===== src/rtl/shift_seq_ctrl.sv =====
// shift_seq_ctrl: sequencer for one external bidirectional shift register.
//
// A command (dir, len, clr) is taken over a valid/ready handshake. If clr is set, the register is
// first flushed with WIDTH zero-shifts. Then cmd_len bits are shifted in from ser_in. Shifting
// runs at one bit per DIV clocks. The settled parallel word is then returned over a valid/ready
// response channel.
//
// Ports
//   clk, rstn              clock; synchronous active-low reset, shared with the shift register
//   cmd_valid/cmd_ready    command handshake; cmd_ready is high only in idle
//   cmd_dir                0: shift toward MSB (d enters bit0), 1: toward LSB (d enters MSB)
//   cmd_len                bits to shift, clamped to WIDTH
//   cmd_clr                flush with WIDTH zeros before the data bits
//   ser_in/ser_strobe      serial data in; strobe marks the cycles where ser_in is consumed
//   sr_en/sr_dir/sr_d      drive to the shift register
//   sr_q                   parallel output of the shift register
//   rsp_valid/rsp_ready    response handshake
//   rsp_data               parallel result (sr_q while the response is presented, else 0)
//   rsp_parity             XOR of the data bits shifted in (only if SHIFT_SEQ_CTRL_PARITY_EN)
//
// Configuration: define SHIFT_SEQ_CTRL_PARITY_EN to add the rsp_parity output.
module shift_seq_ctrl #(
  parameter int unsigned WIDTH = 8,
  parameter int unsigned DIV   = 1,
  localparam int unsigned LW   = $clog2(WIDTH + 1)
) (
  input  logic             clk,
  input  logic             rstn,
  input  logic             cmd_valid,
  output logic             cmd_ready,
  input  logic             cmd_dir,
  input  logic [LW-1:0]    cmd_len,
  input  logic             cmd_clr,
  input  logic             ser_in,
  output logic             ser_strobe,
  output logic             sr_en,
  output logic             sr_dir,
  output logic             sr_d,
  input  logic [WIDTH-1:0] sr_q,
  output logic             rsp_valid,
  input  logic             rsp_ready,
  output logic [WIDTH-1:0] rsp_data
`ifdef SHIFT_SEQ_CTRL_PARITY_EN
  ,
  output logic             rsp_parity
`endif
);

  localparam int unsigned PW = (DIV > 1) ? $clog2(DIV) : 1;

  typedef enum logic [1:0] {StIdle, StClear, StShift, StResp} state_e;

  state_e          state_q, state_d;
  logic [PW-1:0]   presc_q, presc_d;
  logic [LW-1:0]   cnt_q, cnt_d;
  logic [LW-1:0]   len_q, len_d;
  logic            dir_q, dir_d;
  logic [LW-1:0]   len_clamped;
  logic            tick;

  assign len_clamped = (cmd_len > LW'(WIDTH)) ? LW'(WIDTH) : cmd_len;
  assign tick        = (presc_q == PW'(DIV - 1));

`ifdef SHIFT_SEQ_CTRL_PARITY_EN
  logic parity_q, parity_d;
  assign rsp_parity = parity_q;
`endif

  always_ff @(posedge clk) begin
    if (!rstn) begin
      state_q <= StIdle;
      presc_q <= '0;
      cnt_q   <= '0;
      len_q   <= '0;
      dir_q   <= 1'b0;
`ifdef SHIFT_SEQ_CTRL_PARITY_EN
      parity_q <= 1'b0;
`endif
    end else begin
      state_q <= state_d;
      presc_q <= presc_d;
      cnt_q   <= cnt_d;
      len_q   <= len_d;
      dir_q   <= dir_d;
`ifdef SHIFT_SEQ_CTRL_PARITY_EN
      parity_q <= parity_d;
`endif
    end
  end

  always_comb begin
    state_d    = state_q;
    presc_d    = presc_q;
    cnt_d      = cnt_q;
    len_d      = len_q;
    dir_d      = dir_q;
`ifdef SHIFT_SEQ_CTRL_PARITY_EN
    parity_d   = parity_q;
`endif
    cmd_ready  = 1'b0;
    ser_strobe = 1'b0;
    sr_en      = 1'b0;
    sr_dir     = 1'b0;
    sr_d       = 1'b0;
    rsp_valid  = 1'b0;
    rsp_data   = '0;

    unique case (state_q)
      StIdle: begin
        cmd_ready = 1'b1;
        if (cmd_valid) begin
          dir_d   = cmd_dir;
          len_d   = len_clamped;
          presc_d = '0;
          cnt_d   = '0;
`ifdef SHIFT_SEQ_CTRL_PARITY_EN
          parity_d = 1'b0;
`endif
          // An empty data phase collapses so the response follows one cycle after acceptance.
          if (cmd_clr) begin
            state_d = StClear;
          end else if (len_clamped == '0) begin
            state_d = StResp;
          end else begin
            state_d = StShift;
          end
        end
      end

      StClear: begin
        sr_en   = tick;
        sr_dir  = dir_q;
        sr_d    = 1'b0;
        presc_d = tick ? '0 : presc_q + PW'(1);
        if (tick) begin
          if (cnt_q == LW'(WIDTH - 1)) begin
            cnt_d   = '0;
            presc_d = '0;
            state_d = (len_q == '0) ? StResp : StShift;
          end else begin
            cnt_d = cnt_q + LW'(1);
          end
        end
      end

      StShift: begin
        sr_en      = tick;
        ser_strobe = tick;
        sr_dir     = dir_q;
        sr_d       = ser_in;
        presc_d    = tick ? '0 : presc_q + PW'(1);
        if (tick) begin
`ifdef SHIFT_SEQ_CTRL_PARITY_EN
          parity_d = parity_q ^ ser_in;
`endif
          if (cnt_q == len_q - LW'(1)) begin
            cnt_d   = '0;
            state_d = StResp;
          end else begin
            cnt_d = cnt_q + LW'(1);
          end
        end
      end

      StResp: begin
        rsp_valid = 1'b1;
        rsp_data  = sr_q;
        if (rsp_ready) begin
          state_d = StIdle;
        end
      end

      default: state_d = StIdle;
    endcase
  end

endmodule


===== config.mk =====
export PLATFORM = sky130hd
export DESIGN_NAME = shift_seq_ctrl
export DESIGN_NICKNAME = d
export VERILOG_FILES = /design/src/rtl/shift_seq_ctrl.sv
export SDC_FILE = /design/constraint.sdc
export NUM_CORES = 1
export LEC_CHECK = 0
export BUFFER_PORTS_ARGS = -buffer_cell sky130_fd_sc_hd__buf_4
export CAP_MARGIN = 5
export CELL_PAD_IN_SITES_DETAIL_PLACEMENT = 1
export CELL_PAD_IN_SITES_GLOBAL_PLACEMENT = 1
export CORE_MARGIN = 2
export CORE_UTILIZATION = 33
export DETAILED_ROUTE_END_ITERATION = 12
export PLACE_DENSITY_LB_ADDON = 0.08
export SETUP_SLACK_MARGIN = 0.1
export SYNTH_ARGS = -nofsm -noshare
export SYNTH_HDL_FRONTEND = slang
export SYNTH_SLANG_ARGS = --single-unit
export TNS_END_PERCENT = 1

===== constraint.sdc =====
create_clock -name clk -period 2.5 [get_ports clk]
set_clock_uncertainty 0.05 [all_clocks]
set_input_delay 0.5 -clock clk [delete_from_list [all_inputs] [get_ports clk]]
set_output_delay 0.5 -clock clk [all_outputs]
set_load 0.005 [all_outputs]

; ---- Word level (Yosys, flattened, before mapping)
; Index checks and enable logic that the tools add are counted.
[totals]
ff_bits = 12
input_bits = 19
output_inout_bits = 14
elab_cells = 59
[op_classes]
addsub = 3
order_cmp = 1
n_eq_ne = 11
n_mux = 29
bitwise = 1
n_reduce_logical = 9
[ops]
columns = operator, n
row1 = 2-to-1 mux 4 bit, 6
row2 = 2-to-1 mux 2 bit, 7
row3 = 2-to-1 mux 1 bit, 12
row4 = inequality test 2 bit (second input constant), 6
row5 = case mux 4 bit (3 select lines), 1
row6 = zero test 4 bit, 2
row7 = 2-to-1 mux 8 bit, 1
row8 = case mux 2 bit (4 select lines), 1
row9 = AND reduction 6 bit, 1
row10 = adder 4 x 1 -> 4 bit (second input constant), 1
row11 = == test 2 bit (second input constant), 2
row12 = == test 4 x 3 -> 1 bit (second input constant), 1
row13 = == test 4 bit, 1
row14 = > comparator 4 bit (second input constant), 1
row15 = AND reduction 2 bit, 2
row16 = AND reduction 4 bit, 1
row17 = subtractor 4 x 1 -> 4 bit (second input constant), 1
row18 = case mux 1 bit (3 select lines), 1
row19 = nonzero test 3 bit, 1
row20 = == test 2 x 1 -> 1 bit (second input constant), 1
row21 = zero test 2 bit, 1
row22 = OR reduction 2 bit, 1
row23 = adder 1 bit (second input constant), 1
row24 = NOT 1 bit, 1

; ---- Longest topological paths before layout
[logic_depth]
word_depth = 7
mapped_depth = 8
depth_no_buf = 7

; ---- Worst setup path after synthesis
; Ideal clock, no wire load.
[synth_path]
path_kind = reg-to-reg
start = register len_q[0]
end = register state_q[0]
setup_time_ns = 0.072
arrival_ns = 1.901
required_ns = 2.378
path_slack_ns = 0.477
path_stages_with_launch = 8
n_path_buf = 0
synth_period_minus_slack_ns = 2.023
cell_sequence = dfxtp_1 > inv_1 > ha_1 > xnor2_1 > xnor2_1 > o41a_1 > a2111oi_4 > mux2i_1
[synth_between]
elab_chain_cells = 5
elab_cells_between_ends = 9
classes_between = 1 x add/sub / 2 x eq/ne / 4 x mux / 2 x reduce/logical
[synth_rtl]
columns = element, line
row1 = "start, declared", 56  ; logic [LW-1:0] len_q, len_d;
row2 = "start signal, assigned", 83  ; len_q <= len_d;
row3 = "parallel branches: the longest is 5 deep, another holds subtractor 4 x 1 -> 4 bit", --
row4 = "end signal, assigned", 71  ; state_q <= StIdle;
row5 = "end signal, assigned", 80  ; state_q <= state_d;
row6 = "end, declared", 53  ; state_e state_q, state_d;
; Parallel ways; which one is timed is not known. The select of a mux whose other input is x is not followed.
; A chain may end at the register's enable or synchronous reset.

; ---- Final worst setup path
; Same ends and word-level chain as after synthesis.

==> results by group <==
Worst hold path
  • Hold-critical path depth: 2
  • HP Start: dir_q
  • Hold endpoint: dir_q
  • HP Class: reg2reg

Clock tree
  • CTS hold repair buffers: 0
  • CTS sink count: 11
  • Max Root-Sink Buffers: 2
  • Buffer count from post-CTS setup fixing: 0
  • # resized after CTS: 0
  • Max H-tree Level: 1
  • CTS tree: yes
  • Worst-path clk slew: 0.07 ns
  • Num CTS Buffers: 3
  • Root buf cell: clkbuf_4
  • Worst skew pair latency: 0.27 ns

Power and ir drop
  • Power per standard cell area: 822.7 mW/mm^2
  • VDD IR max: 604.8 uV
  • Leak: 0.0004639 uW
  • Pwr Total: 899.6 uW

Drt
  • First drt pass iteration count: 2
  • Final ANT Viol Nets: 0
  • Drt drc: 0
  • Via density per instance: 5.019
  • Routed wire length: 2129 um
  • Routed vias: 788
  • Initial drt markers: 4
  • Avg WL per Cell: 13.56 um

Placement
  • PortBufs: 32
  • Placed cell count: 153
  • GPL Wtd Cong: 0.7619
  • Worst slack, placed: 0.3194 ns
  • HPWL Detailed: 1740 um

Timing
  • Period utilisation layout: 0.8764
  • Final Max Slew Viols: 0
  • Crit path time final: 2.191 ns
  • Slew margin rel.: 0.7729
  • Final setup TNS: 0 ns
  • Worst Max-Slew Pin Slew: 0.3400 ns
  • Setup WS post-layout: 0.3089 ns
  • Final hold violations: 0
  • Unrepaired setup endpoints after global routing: false
  • Setup violators final: 0
  • FMAX: 0.4564 GHz

Logic synthesis
  • Mean Syn Cell Area: 8.416 um^2
  • Prevailing post-synth register cell: dfxtp_1
  • Syn Nets: 121
  • Synth warn: 0
  • Register area share after synthesis: 0.2754
  • Synth top area cells: dfxtp_1, ha_1, and2_1
  • Cell count after synthesis: 95
  • Asr flop ratio synth: 0
  • Seq cells post-synth: 11
  • Synth Cell Area: 799.5 um^2
  • Yosys top cell area share: 0.2754
  • Post-synth top cells: nand2_1, and2_1, dfxtp_1
  • Cell taking the most area after synthesis: dfxtp_1
  • Post-synth EDFFs: 0
  • Most frequent cell after synthesis: nand2_1
  • Yosys cell types: 26

Global route
  • All-Layer GR Usage: 0.1693
  • Antenna violations before repair: 0
  • Total grt overflow: 0
  • Largest net degree at the start of global routing: 14
  • Vias in the first global route: 748
  • First-pass GRT wire length: 3443 um

Layout
  • Final non-filler cell total: 157
  • Antenna diodes: 0
  • Synth-to-Final Area Change: 36.78%
  • Final-stage net count: 156
  • Fill count: 290
  • Share of post-route cells with drive strength above 1: 0.2946
  • Reg area: 220.2 um^2
  • Area of the multi-input gates: 553.0 um^2

Worst setup path
  • Reg2Reg Setup Slack: 0.31 ns
  • Worst reg2reg endpoint: state_q[0]
  • WS Path Type: reg2reg
  • Required time of the critical path: 2.65 ns
  • Crit path max fanout: 5
  • CP Capture Type: flip-flop
  • Worst EP arrival: 2.34 ns
  • Critical Path Start Type: flip-flop
  • RR Startpoint: len_q[0]
  • Worst reg2reg path depth: 7

Run
  • Max capacitance violation total: 0

Die
  • Die ar.: 0.002832 mm^2
  • Core area: 0.002255 mm^2
  • Initial Utilization: 0.3546
  • Die Y: 53.22 um
  • Row Count: 17
  • Chip Width: 53.22 um
  • I/O pin count: 33

Run status
  • Outcome: finished, final reports clean
## sequential cells by signal, indices dropped and copies added (netlist names)
register,flops
state_q,2
dir_q,1
len_q,4
cnt_q,4
## layout make-up
| class | instances | area share |
|---|---|---|
| clock buffer | 4 | 0.02403 |
| sequential | 11 | 0.2014 |
| tap | 28 | 0.03204 |
| inverter | 5 | 0.01716 |
| multi-input combinational | 77 | 0.5057 |
| timing repair buffer | 32 | 0.2197 |
## routing by layer
metal  GRT usage  vias to the layer above  share of wire
met5           0                        -              0
met1      0.2000                      363           0.44
li1            -                      399              -
met3     0.04802                        2          0.070
met2      0.2984                       24           0.49
met4     0.03846                        0         0.0066
## power by group
group	internal, uW	total, uW	switching [uW]
registers	206	242	35.9
clock network	61.7	125	62.9
logic	250	533	283
total	518	900	382
## logic make-up (layout without fill, tap and decap cells)
logic type | after synthesis | count (layout) | synth area share
and+or+nand+nor | 42 | 42 | 0.2864
DFF | 11 | 11 | 0.2754
adders and majority gates | 7 | 7 | 0.1095
AOI/OAI and AO/OA | 20 | 20 | 0.2050
xor gates and xnor gates | 6 | 6 | 0.06573
buffers and inverters | 7 | 41 | 0.03287
muxes | 2 | 2 | 0.02504
## worst max-delay path, cell delays in order, from the launching register on
cell and delay, ns:
dfxtp_1 0.41, inv_1 0.06, ha_1 0.23, xnor2_1 0.14, xnor2_1 0.13, o41a_1 0.51
a2111oi_4 0.37, mux2i_1 0.22
## metrics by stage
step | utilization | hold WS, ns | instance area, um^2
2_1_floorplan | - | 0.3889 | 799.5
4_1_cts | 0.4850 | 0.4196 | 1094
6_report | 0.4850 | 0.4150 | 1094
3_5_place_dp | 0.4734 | 0.4086 | 1067
5_1_grt | 0.4850 | 0.4425 | 1094
3_3_place_gp | 0.4734 | 0.3987 | 1067
## how the worst max path moves through the flow
stage / to / cells past startpoint / from / slack (ns)
6_report: state_q[0] / 7 / len_q[0] / 0.31
3_5_place_dp: state_q[0] / 7 / len_q[0] / 0.32
3_3_place_gp: state_q[1] / 7 / len_q[0] / 0.40
2_1_floorplan: state_q[0] / 7 / len_q[0] / 0.48
5_1_grt: state_q[1] / 7 / len_q[0] / 0.22
4_1_cts: state_q[1] / 7 / len_q[0] / 0.30
## cell usage in the layout (no fill, tap or decap)
cell type / n
clkbuf_1: 1
nand2_1: 12
dfxtp_1: 11
o221ai_1: 2
a2111oi_4: 1
o21a_1: 1
and2_1: 11
clkbuf_4: 3
ha_1: 7
nor2_1: 3
o41a_1: 1
o211ai_1: 2
nand3_1: 3
nor2b_1: 5
inv_1: 5
a21oi_1: 3
nor4_1: 1
buf_4: 32
nor3b_1: 4
o21ai_0: 2
nor3_1: 1
nor3_2: 1
xnor2_1: 6
a21boi_0: 6
or2_2: 1
o2111ai_1: 1
a31oi_1: 1
mux2i_1: 2
No activity file was read; power rests on OpenSTA's default activity.
